==> src/rtl/sip_shift_acc.sv <==
// sip_shift_acc: bit-plane shift-accumulator producing a signed dot product over a valid/ready handshake.
// Build option SIP_ACC_SAT_EN: clamp o_result to the OUT_BITS signed range instead of wrapping.
module sip_shift_acc #(
  parameter int BITS_PSUM = 8,
  parameter int MAX_PREC  = 8,
  parameter int ACC_BITS  = 24,
  parameter int OUT_BITS  = 16
) (
  input  logic                 i_CLK,
  input  logic                 i_RST,
  input  logic [BITS_PSUM-1:0] i_psum,
  input  logic                 i_valid,
  output logic                 o_ready,
  input  logic [$clog2(MAX_PREC)-1:0] i_prec_act,
  input  logic [$clog2(MAX_PREC)-1:0] i_prec_wgt,
  input  logic                 i_signed_act,
  input  logic                 i_signed_wgt,
  output logic [OUT_BITS-1:0]  o_result,
  output logic                 o_valid,
  input  logic                 i_ready
);
  localparam int IW = $clog2(MAX_PREC);
  typedef enum logic {ACC, OUT} state_t;
  state_t state_q, state_d;
  logic [IW-1:0] a_idx_q, a_idx_d, w_idx_q, w_idx_d, pa_q, pa_d, pw_q, pw_d, pa, pw;
  logic sa_q, sa_d, sw_q, sw_d, sa, sw;
  logic signed [ACC_BITS-1:0] acc_q, acc_d, ext, sh, term;
  logic [OUT_BITS-1:0] res_q, res_d, res_n;
  logic [IW:0] shamt;
  logic beat, first, last_a, last_w, neg;
  always_ff @(posedge i_CLK or posedge i_RST)
    if (i_RST) begin
      state_q <= ACC;
      a_idx_q <= '0;
      w_idx_q <= '0;
      pa_q    <= '0;
      pw_q    <= '0;
      sa_q    <= 1'b0;
      sw_q    <= 1'b0;
      acc_q   <= '0;
      res_q   <= '0;
    end else begin
      state_q <= state_d;
      a_idx_q <= a_idx_d;
      w_idx_q <= w_idx_d;
      pa_q    <= pa_d;
      pw_q    <= pw_d;
      sa_q    <= sa_d;
      sw_q    <= sw_d;
      acc_q   <= acc_d;
      res_q   <= res_d;
    end
  always_comb begin
    state_d = state_q;
    if (state_q == ACC && beat && last_a && last_w) state_d = OUT;
    if (state_q == OUT && i_ready) state_d = ACC;
  end
  always_comb begin
    o_ready  = state_q == ACC;
    o_valid  = state_q == OUT;
    o_result = res_q;
  end
  // The (0,0) beat uses the live config, since it is latched on that same beat.
  always_comb begin
    beat   = i_valid & o_ready;
    first  = a_idx_q == '0 && w_idx_q == '0;
    pa     = first ? i_prec_act : pa_q;
    pw     = first ? i_prec_wgt : pw_q;
    sa     = first ? i_signed_act : sa_q;
    sw     = first ? i_signed_wgt : sw_q;
    last_a = a_idx_q == pa;
    last_w = w_idx_q == pw;
    neg    = (sa & last_a) ^ (sw & last_w);
    ext    = {{(ACC_BITS-BITS_PSUM){i_psum[BITS_PSUM-1]}}, i_psum};
    shamt  = {1'b0, a_idx_q} + {1'b0, w_idx_q};
    sh     = ext <<< shamt;
    term   = neg ? -sh : sh;
    acc_d  = beat ? (first ? term : acc_q + term) : acc_q;
    pa_d   = beat && first ? i_prec_act : pa_q;
    pw_d   = beat && first ? i_prec_wgt : pw_q;
    sa_d   = beat && first ? i_signed_act : sa_q;
    sw_d   = beat && first ? i_signed_wgt : sw_q;
    w_idx_d = !beat ? w_idx_q : last_w ? '0 : w_idx_q + IW'(1);
    a_idx_d = !beat || !last_w ? a_idx_q : last_a ? '0 : a_idx_q + IW'(1);
    res_d  = beat && last_a && last_w ? res_n : res_q;
  end
`ifdef SIP_ACC_SAT_EN
  localparam logic signed [ACC_BITS-1:0] SAT_MAX = ACC_BITS'((1 << (OUT_BITS-1)) - 1);
  localparam logic signed [ACC_BITS-1:0] SAT_MIN = ~SAT_MAX;
  always_comb
    res_n = acc_d > SAT_MAX ? SAT_MAX[OUT_BITS-1:0] : acc_d < SAT_MIN ? SAT_MIN[OUT_BITS-1:0] : acc_d[OUT_BITS-1:0];
`else
  always_comb
    res_n = acc_d[OUT_BITS-1:0];
`endif
endmodule

==> config.mk <==
export PLATFORM = sky130hd
export DESIGN_NAME = sip_shift_acc
export DESIGN_NICKNAME = d
export VERILOG_FILES = /design/src/rtl/sip_shift_acc.sv
export SDC_FILE = /design/constraint.sdc
export NUM_CORES = 1
export LEC_CHECK = 0
export ABC_AREA = 1
export ABC_CLOCK_PERIOD_IN_PS = 9200
export BUFFER_PORTS_ARGS = -buffer_cell sky130_fd_sc_hd__buf_2
export CORE_ASPECT_RATIO = 2
export CORE_UTILIZATION = 50
export DETAILED_ROUTE_END_ITERATION = 7
export HOLD_SLACK_MARGIN = 0.15
export PLACE_DENSITY = 0.79
export SYNTH_ARGS = -nofsm -noshare
export SYNTH_HDL_FRONTEND = slang
export SYNTH_SLANG_ARGS = --single-unit
export TNS_END_PERCENT = 100
==> constraint.sdc <==
create_clock -name i_CLK -period 9.2 [get_ports i_CLK]
set_input_delay 1.38 -clock i_CLK [delete_from_list [all_inputs] [get_ports i_CLK]]
set_output_delay 1.38 -clock i_CLK [all_outputs]
set_load 0.01 [all_outputs]
==> run_results.csv, run 1 <==
group,metric,value,unit
run_status,status,"complete, no violations",
setup_path,r2r_slack,3.86,ns
route,wl_per_cell,14.7,microns
timing,finalSetupTns,0,ns
clock_tree,cts_tree,"done",
setup_path,cp.required,9.38,ns
floorplan,rows,47,
logic_synthesis,synth-simple-area-share,40.7,%
timing,relSlewSlack,33.6,%
setup_path,crit_path_end_kind,"register",
route,dr_total_vias,4345,
layout,layout_common_cells,"258 x nand2_1, 83 x nand3_1, 73 x inv_1",
logic_synthesis,synth.area.top_cells,"dfrtp_1 28%, nand2_1 23%, nand3_1 9.8%, ha_1 7.9%, inv_1 6.5%",
global_route,grt_pass1_vias,4440,
global_route,track_usage,28.9,%
timing,setup_viol,0,
floorplan,ios,38,
global_route,overflow,0,
placed_design,dpl_worst_slack,3.96,ns
timing,clock_skew,0.0124,ns
clock_tree,cts_hold_buf,0,
setup_path,critPathCapture,"o_result[15]",
clock_tree,path_clk_slew,0.07,ns
logic_synthesis,synth_compound_area_share,8.65,%
route,drt-total-wl,11600,microns
layout,area_growth,9.09,%
route,ant_nets,0,
hold_path,hold_class,"reg2reg",
timing,worst_pin_slew,0.994,ns
logic_synthesis,syn-num-nets,712,
logic_synthesis,synth_seq_cells,47,
setup_path,startpoint,"w_idx_q[0]",
timing,min_period,5.34,ns
setup_path,crit_fanout,12,
clock_tree,cts_max_path_buffers,2,
timing,period_share,58.0,%
floorplan,die_x,67.2,microns
logic_synthesis,synth_top_area_share,27.7,%
flow_run,drv_cap,0,
floorplan,die_y,132,microns
route,dr.pass1.iters,6,
timing,hold_violations,0,
clock_tree,cts_buffers,5,
global_route,grt_max_degree,48,
layout,diodes,0,
logic_synthesis,synthFlopType,"dfrtp_1",
setup_path,reg2reg_to,"o_result[15]",
logic_synthesis,yosysUniqueCellTypes,39,
placed_design,port_buffers,37,
logic_synthesis,synth_mux_area_share,0,%
logic_synthesis,synth-seq-area-share,27.7,%
clock_tree,cts_root_buf,"clkbuf_16",
timing,clock.fmax,187,MHz
setup_path,reg2reg_depth,24,
logic_synthesis,synth-edff-count,0,
timing,rsz0062_at_grt,"false",
logic_synthesis,synth_top_family_by_area,"simple AND/OR/NAND/NOR gates",
timing,worst_slack,3.86,ns
floorplan,dieArea,8900,sq um
setup_path,rr_startpoint,"w_idx_q[0]",
layout,layout_commonest_cell,"nand2_1",
setup_path,worstPathArrival,5.52,ns
layout,final_layout_size_suffix_gt1_share,11.3,%
global_route,antenna_found_initial,0,
layout,num-nets-final,741,
setup_path,path_class,"reg2reg",
placed_design,dp_hpwl,9180,microns
clock_tree,clock_latency,0.30,ns
logic_synthesis,yosysTopAreaCell,"dfrtp_1",
clock_tree,cts_sinks,47,
logic_synthesis,ys_warn_count,0,
placed_design,gp_congestion,0.974,
route,drt-initial-drc-count,204,
logic_synthesis,synthArstFlopShare,100,%
logic_synthesis,synth-adder-area-share,8.88,%
clock_tree,htreeDepth,2,
logic_synthesis,synthCells,663,
clock_tree,cts_setup_buffers,0,
logic_synthesis,synth_area_per_cell,6.41,sq um
setup_path,setup.worst_path.start_class,"register",
global_route,grt_pass1_wl,19500,microns
floorplan,initial_core_util,51.7,%
route,remaining_drc_errors,0,
timing,slew_viol_final,0,
floorplan,core,8230,sq um
clock_tree,cts-resized-gates,0,
logic_synthesis,synth_xor_xnor_area_share,4.62,%
logic_synthesis,synth_area,4250,sq um
route,drt-vias-per-instance,5.49,
## worst max-delay path, cell delays in order, from the launching register on
cell and delay [ns]:
dfrtp_1 0.45, ha_1 0.25, fa_1 0.74, clkinv_1 0.32, nand2_1 0.20, nor2_1 0.10, nand2_1 0.12, ha_1 0.18
nand2_1 0.06, nor2_1 0.24, nand3_1 0.14, nand2_2 0.13, xor2_1 0.32, inv_1 0.09, ha_1 0.33, a21oi_1 0.28
o21ai_0 0.16, a211oi_1 0.46, a21oi_1 0.12, nor2_1 0.17, inv_1 0.06, nand2_1 0.06, nand3_1 0.08, nand3_1 0.11
nand2_1 0.06
## per-layer routing
layer / vias up / routed length (microns) / GRT usage (%)
met5: - / 0 / 0
met4: 0 / 856 / 20.6
met3: 49 / 416 / 4.83
met2: 105 / 6530 / 54.4
met1: 2028 / 3800 / 25.5
li1: 2163 / - / -
## final cells by class
class | instances | area (sq um)
Clock inverter | 3 | 47.5
Tap cell | 98 | 123
Fill cell | 802 | 3590
Inverter | 83 | 312
Timing Repair Buffer | 37 | 185
Clock buffer | 5 | 125
Sequential cell | 47 | 1180
Multi-Input combinational cell | 518 | 2670
## synth_stat cells, types with 5 or more instances
| cell type | instances |
|---|---|
| a21oi_1 | 18 |
| nand2_2 | 10 |
| inv_2 | 7 |
| dfrtp_1 | 47 |
| clkbuf_1 | 6 |
| nand2_1 | 258 |
| nor2_1 | 30 |
| ha_1 | 27 |
| buf_2 | 5 |
| nand3_1 | 83 |
| xor2_1 | 12 |
| nand4_1 | 5 |
| o21ai_0 | 36 |
| inv_1 | 74 |
## registers in the layout, indices dropped and copies added, names as in the netlist
signal and count:
a_idx_q 3, acc_q 16, o_result 16, o_valid 1, pa_q 3, pw_q 3, sa_q 1, sw_q 1
w_idx_q 3
## kinds of logic after synthesis
group	count (synthesis)
adder cells (fa/ha/maj)	29
flip-flops	47
XOR/XNOR	19
buffers and inverters	98
AND/OR/NAND/NOR	402
AO/OA/AOI/OAI	68
## per-stage QoR
stage	cells	hold WS (ns)	area (sq um)	util, %
3_5_place_dp	783	0.460	4470	54.3
4_1_cts	791	0.475	4640	56.4
6_report	791	0.473	4640	56.4
3_3_place_gp	783	0.460	4470	54.3
2_1_floorplan	663	0.453	4250	-
5_1_grt	791	0.507	4640	56.4
## how the worst min path moves through the flow
stage,slack [ns],cells past startpoint,to,startpoint
global route,0.51,2,o_result[6],o_result[6]
CTS,0.48,2,o_result[0],o_result[0]
finish,0.47,2,o_result[0],o_result[0]
detailed placement,0.46,2,o_result[0],o_result[0]
global placement,0.46,2,o_result[7],o_result[7]
floorplan,0.45,2,pa_q[1],pa_q[1]
Power of run 1 is left out: the tool's default activity adds up to more than one toggle a clock period on the data nets, which glitch-free logic cannot reach.
==> inputs of run 2 (changes only) <==
ABC_CLOCK_PERIOD_IN_PS = 4500   (was 9200)
PLACE_DENSITY = 0.82   (was 0.79)
clock period = 4.5 ns   (was 9.2 ns; I/O delays follow)
==> run 2 against run 1 <==
Net effect: flip-flop and latch count unchanged; die area unchanged; core utilization up 4.7 points; setup slack worse by 3.6 ns; critical endpoint is now o_result[14]; clock-buffer cell count unchanged.
==> run_results.csv, run 2 (synthesis results as in run 1) <==
group,metric,value,unit
clock_tree,cts_buffers,5,
floorplan,rows,47,
clock_tree,htreeDepth,2,
setup_path,crit_fanout,5,
clock_tree,path_clk_slew,0.07,ns
floorplan,dieArea,8900,sq um
setup_path,cp.required,4.73,ns
clock_tree,clock_latency,0.29,ns
global_route,grt_pass1_vias,4567,
route,drt-initial-drc-count,196,
global_route,grt_max_degree,48,
placed_design,port_buffers,37,
floorplan,die_x,67.2,microns
clock_tree,cts_root_buf,"clkbuf_16",
timing,slew_viol_final,0,
layout,diodes,0,
hold_path,hold_start,"o_result[5]",
timing,clock.fmax,236,MHz
route,dr.pass1.iters,6,
timing,min_period,4.24,ns
setup_path,rr_startpoint,"w_idx_q[0]",
route,ant_nets,0,
floorplan,die_y,132,microns
global_route,grt_pass1_wl,20300,microns
timing,relSlewSlack,33.5,%
floorplan,initial_core_util,51.7,%
layout,fillCellCount,773,
layout,layout_common_cells,"252 x nand2_1, 80 x nand3_1, 72 x inv_1",
layout,final_area,5030,sq um
setup_path,crit_path_end_kind,"register",
run_status,status,"complete, no violations",
timing,worst_pin_slew,0.996,ns
floorplan,ios,38,
flow_run,drv_cap,0,
timing,setup_viol,0,
global_route,overflow,0,
layout,num-nets-final,761,
layout,area_growth,18.2,%
route,remaining_drc_errors,0,
clock_tree,cts_hold_buf,0,
placed_design,gp_congestion,1.00,
layout,final_layout_size_suffix_gt1_share,19.8,%
setup_path,worstPathArrival,4.47,ns
global_route,track_usage,30.2,%
floorplan,core,8230,sq um
timing,period_share,94.3,%
global_route,antenna_found_initial,0,
route,drt-vias-per-instance,5.51,
route,drt-total-wl,12800,microns
setup_path,setup.worst_path.start_class,"register",
timing,worst_slack,0.257,ns
setup_path,path_class,"reg2reg",
timing,clock_skew,0.00467,ns
placed_design,dpl.cell_count,795,
placed_design,dp_hpwl,9700,microns
route,wl_per_cell,15.8,microns
setup_path,startpoint,"w_idx_q[0]",
layout,stdcell_count,810,
timing,hold_violations,0,
layout,layout_commonest_cell,"nand2_1",
route,dr_total_vias,4462,
placed_design,dpl_worst_slack,-0.0472,ns
placed_design,place_area,4560,sq um
clock_tree,cts_max_path_buffers,2,
clock_tree,cts_tree,"done",
timing,finalSetupTns,0,ns
clock_tree,cts_sinks,47,
hold_path,hold_class,"reg2reg",
## run 2: cell count changes in the layout (fill, tap and decap cells not counted), moves of 6 or more
| cell | delta |
|---|---|
| a21oi_2 | +7 |
| nand2_1 | -6 |
| a21oi_1 | -7 |
| buf_4 | +16 |
| nand2_2 | +6 |
| ha_1 | -6 |
## run 2: path summary, 6_finish.rpt
kind | slack, ns | end | cells past startpoint
max reg2reg | 0.26 | o_result[14] | 25
max | 0.26 | o_result[14] | 25
min in group asynchronous | 0.62 | o_result[1] | 2
min reg2reg | 0.48 | o_result[5] | 2
max in group asynchronous | 3.19 | w_idx_q[0] | 2
min | 0.48 | o_result[5] | 2
## run 2: cell type report
cell class	instances	area, sq um	share of cell area (%)
timing repair inverter	1	7.51	0.149
sequential	47	1180	23.5
clock inverter	2	37.5	0.747
inverter	83	320	6.37
multi-input combinational	519	2900	57.6
timing repair buffer	55	337	6.70
clock buffer	5	125	2.49
tap	98	123	2.44
## run 2: repair_timing
item | 4_1_cts | 5_1_grt
pin swaps | 0 | 6
resized for setup | 3 | 56
cloned | 0 | 2
endpoints found under the setup margin | 6 | 20
setup buffers | 0 | 6
## run 2: critical path, cell delays in order (launching register included)
cell	delay [ns]
dfrtp_2	0.44
ha_2	0.21
fa_2	0.66
clkinvlp_4	0.17
nand2_2	0.12
nor2_1	0.07
nand2_1	0.09
nand2_1	0.06
nor2_1	0.12
nand2_1	0.13
nor2_4	0.14
inv_1	0.07
nand2_2	0.10
xor2_4	0.19
inv_1	0.09
ha_4	0.31
nand2_1	0.11
nor2_2	0.15
nand2_1	0.08
o2111ai_2	0.22
a21oi_1	0.09
o21ai_0	0.13
nand3_2	0.19
nand2_2	0.11
nand2_1	0.05
nand2_1	0.08
## run 2: metrics by stage
step | hold WS [ns] | util (%)
after detailed placement | 0.461 | 55.3
after global routing | 0.498 | 61.0
after CTS | 0.477 | 57.4
after floorplan | 0.453 | -
after global placement | 0.458 | 55.3
final | 0.477 | 61.0
## run 2: metal layers
metal | wire [microns] | vias up | GRT usage (%)
met5 | 0 | - | 0
met4 | 969 | 0 | 20.7
met3 | 411 | 73 | 5.69
met2 | 7230 | 136 | 56.1
met1 | 4220 | 2054 | 27.3
li1 | - | 2199 | -
Power of run 2 is left out for the same reason.
==> inputs of run 3 (changes only) <==
ABC_AREA = not set   (was 1)
==> run 3 against run 2 <==
Net effect: the run now ends with setup timing left; flip-flop and latch count stayed put; sequential share of layout area is 2.8 points lower; hold slack better by 0.0060 ns.
==> run_results.csv, run 3 <==
group,metric,value,unit
global_route,grt_max_degree,48,
placed_design,dpl.cell_count,641,
timing,relSlewSlack,33.5,%
setup_path,rr_startpoint,"w_idx_q[0]",
global_route,grt_pass1_vias,4255,
global_route,antenna_found_initial,0,
floorplan,core,7600,sq um
hold_path,hold_start,"o_result[12]",
floorplan,die_y,128,microns
timing,setup_viol,18,
logic_synthesis,synth.area.top_cells,"dfrtp_1 30%, ha_1 8.6%, nand2_1 6.2%, mux2_2 5.4%, mux2i_1 5.3%",
timing,period_share,110,%
placed_design,port_buffers,37,
route,drt-initial-drc-count,312,
clock_tree,cts_hold_buf,0,
floorplan,dieArea,8260,sq um
setup_path,critical_path.max_stage_delay,0.60,ns
clock_tree,path_clk_slew,0.07,ns
timing,worst_slack,-0.428,ns
floorplan,ios,38,
placed_design,dp_hpwl,8750,microns
run_status,status,"finished with violations",
route,drt-total-wl,14900,microns
hold_path,hold_end,"o_result[12]",
setup_path,path_class,"reg2reg",
logic_synthesis,synthTopCellsByCount,"65 x nand2_1, 47 x dfrtp_1, 37 x nor2_1",
logic_synthesis,synth_top_area_share,29.9,%
route,drt-vias-per-instance,6.29,
clock_tree,cts_root_buf,"clkbuf_16",
clock_tree,clock_latency,0.31,ns
layout,layout_common_cells,"109 x buf_4, 61 x nand2_1, 47 x dfrtp_1",
layout,num-nets-final,633,
clock_tree,htreeDepth,2,
global_route,grt_pass1_wl,19800,microns
timing,clock.fmax,203,MHz
clock_tree,cts_max_path_buffers,2,
route,dr_total_vias,4274,
logic_synthesis,yosysUniqueCellTypes,60,
layout,area_growth,44.6,%
route,remaining_drc_errors,0,
setup_path,r2r_slack,-0.43,ns
logic_synthesis,synthFlopType,"dfrtp_1",
setup_path,path_buf_inv,7,
setup_path,critPathTopFamily,"simple AND/OR/NAND/NOR gates",
layout,utilization,74.9,%
setup_path,worst_path_most_repeated_cell,"buf_4",
timing,min_period,4.93,ns
setup_path,crit_fanout,8,
setup_path,critPathSlowestCell,"or4_4",
clock_tree,cts_buffers,5,
global_route,track_usage,31.8,%
layout,layout_commonest_cell,"buf_4",
layout,stdcell_count,679,
logic_synthesis,synth-seq-area-share,29.9,%
setup_path,cp.required,4.70,ns
timing,clock_skew,0.00858,ns
setup_path,worstPathArrival,5.12,ns
floorplan,rows,45,
setup_path,reg2reg_to,"o_result[15]",
timing,slew_viol_final,0,
route,dr.pass1.iters,5,
hold_path,hold_class,"reg2reg",
logic_synthesis,synthCells,443,
run_status,violations,"setup timing",
logic_synthesis,yosysTopAreaCell,"dfrtp_1",
timing,rsz0062_at_grt,"true",
layout,diodes,0,
route,ant_nets,0,
logic_synthesis,synth_area,3940,sq um
hold_path,worstHoldPathCells,2,
floorplan,die_x,64.8,microns
logic_synthesis,ys_warn_count,0,
placed_design,gp_congestion,0.925,
route,wl_per_cell,21.9,microns
clock_tree,cts_tree,"done",
logic_synthesis,yosysMostFrequentCell,"nand2_1",
logic_synthesis,synth_seq_cells,47,
flow_run,drv_cap,0,
timing,worst_pin_slew,0.997,ns
logic_synthesis,synthArstFlopShare,100,%
floorplan,initial_core_util,51.8,%
logic_synthesis,synth-edff-count,0,
timing,hold_violations,0,
setup_path,crit_path_end_kind,"register",
clock_tree,cts_sinks,47,
logic_synthesis,syn-num-nets,492,
global_route,overflow,0,
setup_path,reg2reg_depth,25,
placed_design,dpl_worst_slack,-0.387,ns
layout,final_layout_size_suffix_gt1_share,45.3,%
setup_path,setup.worst_path.start_class,"register",
logic_synthesis,synth_area_per_cell,8.89,sq um
## run 3: cell count changes in the layout (fill, tap and decap cells not counted), sizes merged, moves of 9 or more
cell,change
nand2,-206
buf,+98
nand3,-82
inv,-65
mux2i,+21
mux2,+20
xnor2,+14
nand2b,+10
nor2b,+9
## run 3: per-stage QoR
| stage | cell area, sq um | TNS, ns | hold WS [ns] |
|---|---|---|---|
| 2_1_floorplan | 4010 | -0.249 | 0.454 |
| 3_3_place_gp | 4860 | -0.899 | 0.459 |
| 3_5_place_dp | 4860 | -2.81 | 0.475 |
| 4_1_cts | 5330 | -0.534 | 0.490 |
| 5_1_grt | 5690 | -5.59 | 0.522 |
| 6_report | 5690 | -3.82 | 0.483 |
## run 3: final cells by class
type                       instances  area (sq um)
clock buffer                       6           129
timing repair buffer             153          1090
tap                               94           118
clock inverter                     2          17.5
multi-input combinational        362          3100
inverter                          15          58.8
sequential                        47          1180
fill                             479          1910
## run 3: worst register-to-register path, stage by stage (launching register included)
cell and delay (ns):
dfrtp_1 0.44, buf_6 0.15, inv_4 0.06, ha_4 0.15, buf_4 0.12, nand4bb_4 0.14, mux2i_2 0.26, xnor2_1 0.14
or4_4 0.60, xor2_4 0.27, buf_4 0.16, buf_6 0.12, nand2_1 0.11, xnor2_2 0.31, ha_1 0.26, a21oi_2 0.07
buf_4 0.13, o21ai_2 0.07, o21ai_4 0.10, o21ai_2 0.19, a221oi_2 0.10, buf_4 0.15, nand2_1 0.06, mux2i_1 0.09
and2_1 0.18, o41a_1 0.40
## run 3: how the worst max path moves through the flow
stage	startpoint	endpoint	slack (ns)	depth (start not counted)
3_3_place_gp	a_idx_q[0]	o_result[15]	-0.25	19
6_report	w_idx_q[0]	o_result[15]	-0.43	25
3_5_place_dp	w_idx_q[0]	o_result[15]	-0.39	23
5_1_grt	w_idx_q[0]	acc_q[12]	-0.52	23
4_1_cts	w_idx_q[0]	o_result[15]	-0.25	18
2_1_floorplan	a_idx_q[0]	acc_q[15]	-0.13	18
## run 3: logic make-up after synthesis
logic type,share of synthesized area [%]
buffers and inverters,3.94
multiplexers,14.0
flip-flops,29.9
XOR/XNOR,7.05
AND/OR/NAND/NOR,17.5
adder cells (fa/ha/maj),9.60
AO/OA/AOI/OAI,18.0
## run 3: routing by layer
| metal | GRT usage (%) | share of wire, % | vias up |
|---|---|---|---|
| met2 | 60.4 | 53 | 270 |
| met3 | 6.25 | 5.6 | 125 |
| met4 | 25.0 | 9.8 | 0 |
| met5 | 0 | 0 | - |
| li1 | - | - | 1845 |
| met1 | 27.2 | 31 | 2034 |
## run 3: repair_timing
action                     CTS  global route
setup endpoints to repair   11            19
pin swaps                   21            36
setup buffers               14            18
gates resized for setup     37            59
gates cloned                 1             0
Power of run 3 is left out for the same reason.
